<file path="src/rtl/stopwatch_ctrl.sv">
// Sequencing controller for the mm:ss stopwatch: start/pause/lap FSM, 100 Hz -> 1 Hz prescaler, lap-split display mux.
// Optional feature macro: OVF_STOP_EN (stop and flag on 59:59 rollover instead of wrapping).
//
// state   | meaning
// --------+-------------------------------------------------------------
// S_IDLE  | stopped at zero, prescaler held cleared
// S_RUN   | counting, live time displayed
// S_LAP   | counting, frozen lap split displayed
// S_PAUSE | counting frozen, prescaler phase held
module stopwatch_ctrl #(
    parameter int          TICK_DIV = 100,
    parameter logic [3:0]  LAP_MAX  = 4'd9
) (
    input  logic       i_clk,
    input  logic       i_rst,
    input  logic       i_start_p,
    input  logic       i_lap_p,
    input  logic       i_base_tick,
    input  logic [3:0] i_sec0,
    input  logic [3:0] i_sec1,
    input  logic [3:0] i_min0,
    input  logic [3:0] i_min1,
    output logic       o_cnt_en,
    output logic       o_cnt_clr,
    output logic [3:0] o_dig0,
    output logic [3:0] o_dig1,
    output logic [3:0] o_dig2,
    output logic [3:0] o_dig3,
    output logic [1:0] o_state,
    output logic [3:0] o_lap_cnt,
    output logic       o_ovf
);

    localparam int PW = (TICK_DIV > 1) ? $clog2(TICK_DIV) : 1;

    typedef enum logic [1:0] {
        S_IDLE  = 2'd0,
        S_RUN   = 2'd1,
        S_LAP   = 2'd2,
        S_PAUSE = 2'd3
    } state_t;

    state_t        r_state;
    state_t        w_state_nxt;
    logic [PW-1:0] r_presc;
    logic [PW-1:0] w_presc_nxt;
    logic          r_cnt_clr;
    logic [3:0]    r_lap_sec0;
    logic [3:0]    r_lap_sec1;
    logic [3:0]    r_lap_min0;
    logic [3:0]    r_lap_min1;
    logic [3:0]    r_lap_cnt;
    logic          w_counting;
    logic          w_pre_wrap;
    logic          w_evt;
    logic          w_ovf_evt;
    logic          w_ovf;
    logic          w_clr;
    logic          w_lap_take;

    assign w_counting = (r_state == S_RUN) || (r_state == S_LAP);
    assign w_pre_wrap = (r_presc == PW'(TICK_DIV - 1));
    assign w_evt      = w_pre_wrap & i_base_tick & w_counting;

`ifdef OVF_STOP_EN
    logic r_ovf;
    logic w_at_max;

    assign w_at_max  = (i_sec0 == 4'd9) && (i_sec1 == 4'd5) &&
                       (i_min0 == 4'd9) && (i_min1 == 4'd5);
    assign w_ovf_evt = w_evt & w_at_max;
    assign w_ovf     = r_ovf;

    always_ff @(posedge i_clk) begin
        if (i_rst) begin
            r_ovf <= 1'b0;
        end else if (w_clr) begin
            r_ovf <= 1'b0;
        end else if (w_ovf_evt) begin
            r_ovf <= 1'b1;
        end
    end
`else
    assign w_ovf_evt = 1'b0;
    assign w_ovf     = 1'b0;
`endif

    assign o_cnt_en = w_evt & ~w_ovf_evt;

    always_comb begin
        w_state_nxt = r_state;
        w_clr       = 1'b0;
        w_lap_take  = 1'b0;
        if (w_ovf_evt) begin
            w_state_nxt = S_PAUSE;
        end else begin
            case (r_state)
                S_IDLE: begin
                    if (i_start_p) begin
                        w_state_nxt = S_RUN;
                    end else if (i_lap_p) begin
                        w_clr = 1'b1;
                    end
                end
                S_RUN: begin
                    if (i_start_p) begin
                        w_state_nxt = S_PAUSE;
                    end else if (i_lap_p) begin
                        w_state_nxt = S_LAP;
                        w_lap_take  = 1'b1;
                    end
                end
                S_LAP: begin
                    if (i_start_p) begin
                        w_state_nxt = S_PAUSE;
                    end else if (i_lap_p) begin
                        w_state_nxt = S_RUN;
                    end
                end
                S_PAUSE: begin
                    // An overflow stop can only be left through a clear.
                    if (i_start_p) begin
                        if (!w_ovf) begin
                            w_state_nxt = S_RUN;
                        end
                    end else if (i_lap_p) begin
                        w_state_nxt = S_IDLE;
                        w_clr       = 1'b1;
                    end
                end
                default: w_state_nxt = S_IDLE;
            endcase
        end
    end

    always_comb begin
        w_presc_nxt = r_presc;
        if (w_clr || (r_state == S_IDLE)) begin
            w_presc_nxt = '0;
        end else if (w_counting && i_base_tick) begin
            w_presc_nxt = w_pre_wrap ? '0 : r_presc + 1'b1;
        end
    end

    always_ff @(posedge i_clk) begin
        if (i_rst) begin
            r_state   <= S_IDLE;
            r_presc   <= '0;
            r_cnt_clr <= 1'b0;
        end else begin
            r_state   <= w_state_nxt;
            r_presc   <= w_presc_nxt;
            r_cnt_clr <= w_clr;
        end
    end

    always_ff @(posedge i_clk) begin
        if (i_rst || w_clr) begin
            r_lap_sec0 <= 4'd0;
            r_lap_sec1 <= 4'd0;
            r_lap_min0 <= 4'd0;
            r_lap_min1 <= 4'd0;
            r_lap_cnt  <= 4'd0;
        end else if (w_lap_take) begin
            r_lap_sec0 <= i_sec0;
            r_lap_sec1 <= i_sec1;
            r_lap_min0 <= i_min0;
            r_lap_min1 <= i_min1;
            if (r_lap_cnt < LAP_MAX) begin
                r_lap_cnt <= r_lap_cnt + 4'd1;
            end
        end
    end

    always_comb begin
        if (r_state == S_LAP) begin
            o_dig0 = r_lap_sec0;
            o_dig1 = r_lap_sec1;
            o_dig2 = r_lap_min0;
            o_dig3 = r_lap_min1;
        end else begin
            o_dig0 = i_sec0;
            o_dig1 = i_sec1;
            o_dig2 = i_min0;
            o_dig3 = i_min1;
        end
    end

    assign o_cnt_clr = r_cnt_clr;
    assign o_state   = r_state;
    assign o_lap_cnt = r_lap_cnt;
    assign o_ovf     = w_ovf;

endmodule

</file>
<file path="config.mk">
export PLATFORM = sky130hd
export DESIGN_NAME = stopwatch_ctrl
export DESIGN_NICKNAME = d
export VERILOG_FILES = /design/src/rtl/stopwatch_ctrl.sv
export SDC_FILE = /design/constraint.sdc
export NUM_CORES = 1
export LEC_CHECK = 0
export CAP_MARGIN = 15
export CORE_ASPECT_RATIO = 1.25
export CORE_MARGIN = 2
export CORE_UTILIZATION = 41
export DETAILED_ROUTE_END_ITERATION = 10
export GPL_TIMING_DRIVEN = 0
export PLACE_DENSITY = 0.71
export SLEW_MARGIN = 20
export SYNTH_ARGS = -nofsm -noshare
export SYNTH_HDL_FRONTEND = slang
export SYNTH_SLANG_ARGS = --single-unit
</file>
<file path="constraint.sdc">
create_clock -name i_clk -period 1.66 [get_ports i_clk]
set_input_delay 0.332 -clock i_clk [delete_from_list [all_inputs] [get_ports i_clk]]
set_output_delay 0.332 -clock i_clk [all_outputs]
set_load 0.03 [all_outputs]
</file>
==> summary.md <==
| Metric | Value |
|---|---|
| Die width | `57.7 µm` |
| Post-Synth XOR/XNOR Area | `4.15%` |
| Cell taking the most area after synthesis | `dfxtp_1` |
| Worst Setup End Kind | `primary output` |
| Maxcap violations | `0` |
| Post-synth EDFFs | `0` |
| Hold Crit Depth | `2` |
| Simple-gate area share of the yosys netlist | `21.0%` |
| Synth Area in Compound Gates | `10.2%` |
| CTS root buffer | `clkbuf_8` |
| Post-synth top flop | `dfxtp_1` |
| Initial DRT Pass Iterations | `4` |
| Die footprint | `0.00410 mm²` |
| Synth top area cells | `dfxtp_1 41%, mux2_2 12%, nand2_1 8.6%, a21oi_1 6.8%, ha_1 5.9%` |
| Post-synthesis sequential area ratio | `40.6%` |
| Clk slew on worst S/H paths | `0.06 ns` |
| Synth Area in Adders | `5.93%` |
| Worst Hold Class | `register to register` |
| Critical Path Start Type | `register` |
| Crit Path Class | `register to primary output` |
| Failing checks | `negative setup slack` |
| Initial DRC count | `28` |
| Shortest period the worst path allows | `1.97 ns` |
| Htree depth | `2` |
| Worst-skew pair later-pin latency | `0.28 ns` |
| Crit share post-route | `119%` |
| Final #Nets | `265` |
| Post-Syn Area | `0.00148 mm²` |
| CTS Buf Count | `5` |
| Post-detail-place hpwl | `2660 µm` |
| Synthesized Nets | `197` |
| CTS tree | `built` |
| Largest net degree at the start of global routing | `11` |
| Fmax | `0.508 GHz` |
| Critical Path AT | `1.64 ns` |
| Starting density of the core | `42.4%` |
| CP dominant cell by count | `buf_6` |
| FFs w/ async S/R, synth | `0%` |
| Cts hold-fix bufs | `0` |
| Final ANT Viol Nets | `0` |
| DRC | `0` |
| Post-layout util | `69.2%` |
| Slew Limit Fails | `0` |
| IO Pins | `46` |
| Fillers | `269` |
| Grt ovf | `0` |
| Worst EP required | `1.33 ns` |
| Distinct cells, synth | `35` |
| Post-Layout Cell Count | `275` |
| Overall Global Routing Usage | `20.5%` |
| Inserted Diodes | `0` |
| Flop-to-flop setup slack | `0.05 ns` |
| Overall Power | `3.27 mW` |
| Clock Path Buffers | `2` |
| I/O Buffers | `44` |
| Sink Count | `30` |
| Power per cell area | `1360 mW/mm²` |
| Via Count | `1,433` |
| Max incr delay on CP | `0.36 ns` |
| Max FO, Critical Path | `5` |
| Vias/cell | `5.21` |
| Ys Warns | `0` |
| Worst hold start | `r_lap_sec0[1]` |
| Status | `complete, but fails checks` |
| Largest family of logic cells by synthesized area | `simple AND/OR/NAND/NOR gates` |
| Wire per inst | `15.0 µm` |
| Final Hold Vio Count | `0` |
| Multiplexer share of the synthesized area | `13.5%` |
| Die Y | `71.1 µm` |
| Area delta synth->final | `63.2%` |
| Crit path max-delay cell type | `dfxtp_4` |
| Final Setup Violations | `17` |
| Cell count after synthesis | `169` |
| RR Endpoint | `r_presc[5]` |
| First-pass GRT wire length | `6490 µm` |
| Vias in the first global route | `1,512` |
| Initial antenna violation count | `0` |
| Share of cells above drive strength 1 | `38.1%` |
| Gpl congestion | `0.709` |
| Unrepaired setup endpoints after global routing | `true` |
| Hold EP | `r_lap_sec0[1]` |
| Clk_skew | `0.00709 ns` |
| DRT Wirelength | `4120 µm` |
| Crit Reg-Reg Startpoint | `o_state[0]` |
| Post-synth top area share | `40.6%` |
| Area of the core | `0.00348 mm²` |
| Std cell rows | `24` |
| #FFs+latches synth | `30` |
| Setup slack after layout | `-0.310 ns` |
| Critical Path, Cell by Cell | `inv_4 > ha_4 > buf_6 > buf_12 > buf_8 > mux2_4 > buf_6` |
| IR drop worst, VDD | `947 µV` |
| Cells on worst reg2reg path | `7` |
| Placed Instances | `252` |
| Pleak | `0.973 nW` |
| Mean Syn Cell Area | `8.74 µm²` |
==> cells in the final DEF (no fill, tap or decap), drive strengths merged <==
cell and count:
nor4 1, and3b 1, and3 1, xnor2 5
conb 1, a311oi 2, and2 1, dlygate4sd2 6
buf 39, a211o 1, or2 2, xor2 2
clkbuf 9, nor3b 1, a21o 1, nand3 2
nor2 14, nor2b 1, clkdlybuf4s50 21, nand4 3
inv 6, nor3 1, mux2 16, nand2 34
or4b 1, nand3b 1, a211oi 1, or3 1
a21oi 20, nand2b 1, ha 7, a41oi 1
dfxtp 30, mux2i 2
==> where the power goes <==
group / internal [mW] / switching [mW] / total, mW
combinational: 0.974 / 0.871 / 1.85
sequential: 0.797 / 0.0625 / 0.859
clock: 0.318 / 0.245 / 0.564
total: 2.09 / 1.18 / 3.27
==> worst max path at each step <==
stage               slack (ns)  startpoint   endpoint
floorplan                0.007  o_state[0]  o_dig0[0]
finish                   -0.31  o_state[0]  o_dig0[1]
CTS                      -0.31  o_state[0]  o_dig1[2]
detailed placement       -0.54  o_state[0]  o_dig2[0]
global route             -0.35  o_state[0]  o_dig1[2]
global placement         -0.50  o_state[0]  o_dig0[0]
==> cells by family after synthesis <==
| kind of cell | after synthesis |
|---|---|
| AOI/OAI and AO/OA | 26 |
| xor gates and xnor gates | 7 |
| DFF | 30 |
| and+or+nand+nor | 66 |
| adders and majority gates | 7 |
| muxes | 18 |
| other | 1 |
| buffers and inverters | 14 |
==> through the flow <==
stage / instance area, µm² / setup slack [ns] / TNS [ns] / hold WS [ns]
floorplan: 1530 / 0.00665 / 0 / 0.394
global placement: 2020 / -0.501 / -11.67 / 0.440
detailed placement: 2020 / -0.539 / -13.09 / 0.448
CTS: 2350 / -0.306 / -4.03 / 0.457
global route: 2410 / -0.351 / -4.79 / 0.489
finish: 2410 / -0.310 / -4.06 / 0.457
==> cell usage after synthesis (2+ instances only) <==
| master | number |
|---|---|
| inv_1 | 6 |
| nand4_1 | 3 |
| a21oi_1 | 20 |
| mux2_2 | 16 |
| ha_1 | 7 |
| nor2_1 | 13 |
| xnor2_1 | 5 |
| nand3_1 | 2 |
| a311oi_1 | 2 |
| dfxtp_1 | 30 |
| buf_2 | 5 |
| clkbuf_1 | 2 |
| mux2i_1 | 2 |
| nand2_1 | 34 |
| xor2_1 | 2 |
==> registers in the layout (all words and copies together) (netlist names) <==
register,flops
o_lap_cnt,4
r_lap_min0,4
r_presc,7
o_state,2
o_cnt_clr,1
r_lap_sec0,4
r_lap_sec1,4
r_lap_min1,4
==> critical path, delay by kind of cell (launching register included) <==
family | cells | cell delay (ns)
flip-flops | 1 | 0.36
adder cells (fa/ha/maj) | 1 | 0.15
multiplexers | 1 | 0.29
buffers and inverters | 5 | 0.56
==> layer usage <==
| layer | global-route usage (%) | part of all wire (%) | up-vias |
|---|---|---|---|
| li1 | - | - | 702 |
| met1 | 20.2 | 36 | 687 |
| met2 | 40.0 | 58 | 38 |
| met3 | 5.48 | 5.7 | 6 |
| met4 | 6.72 | 1.2 | 0 |
| met5 | 0 | 0 | - |
==> area by class of cell <==
cell class / count / area [µm²] / share of cell area [%]
Inverter: 6 / 25.0 / 1.04
Sequential cell: 30 / 608 / 25.2
Buffer: 8 / 71.3 / 2.96
Timing Repair Buffer: 61 / 626 / 25.9
Tap cell: 39 / 48.8 / 2.02
Multi-Input combinational cell: 125 / 950 / 39.4
Clock buffer: 6 / 82.6 / 3.43
==> timing repair <==
item	in CTS	in global routing
resized for setup	150	18
pin swaps	9	5
setup endpoints to repair	38	37
cloned	1	0
buffers inserted	15	5
Power figures use the tool's default switching activity.
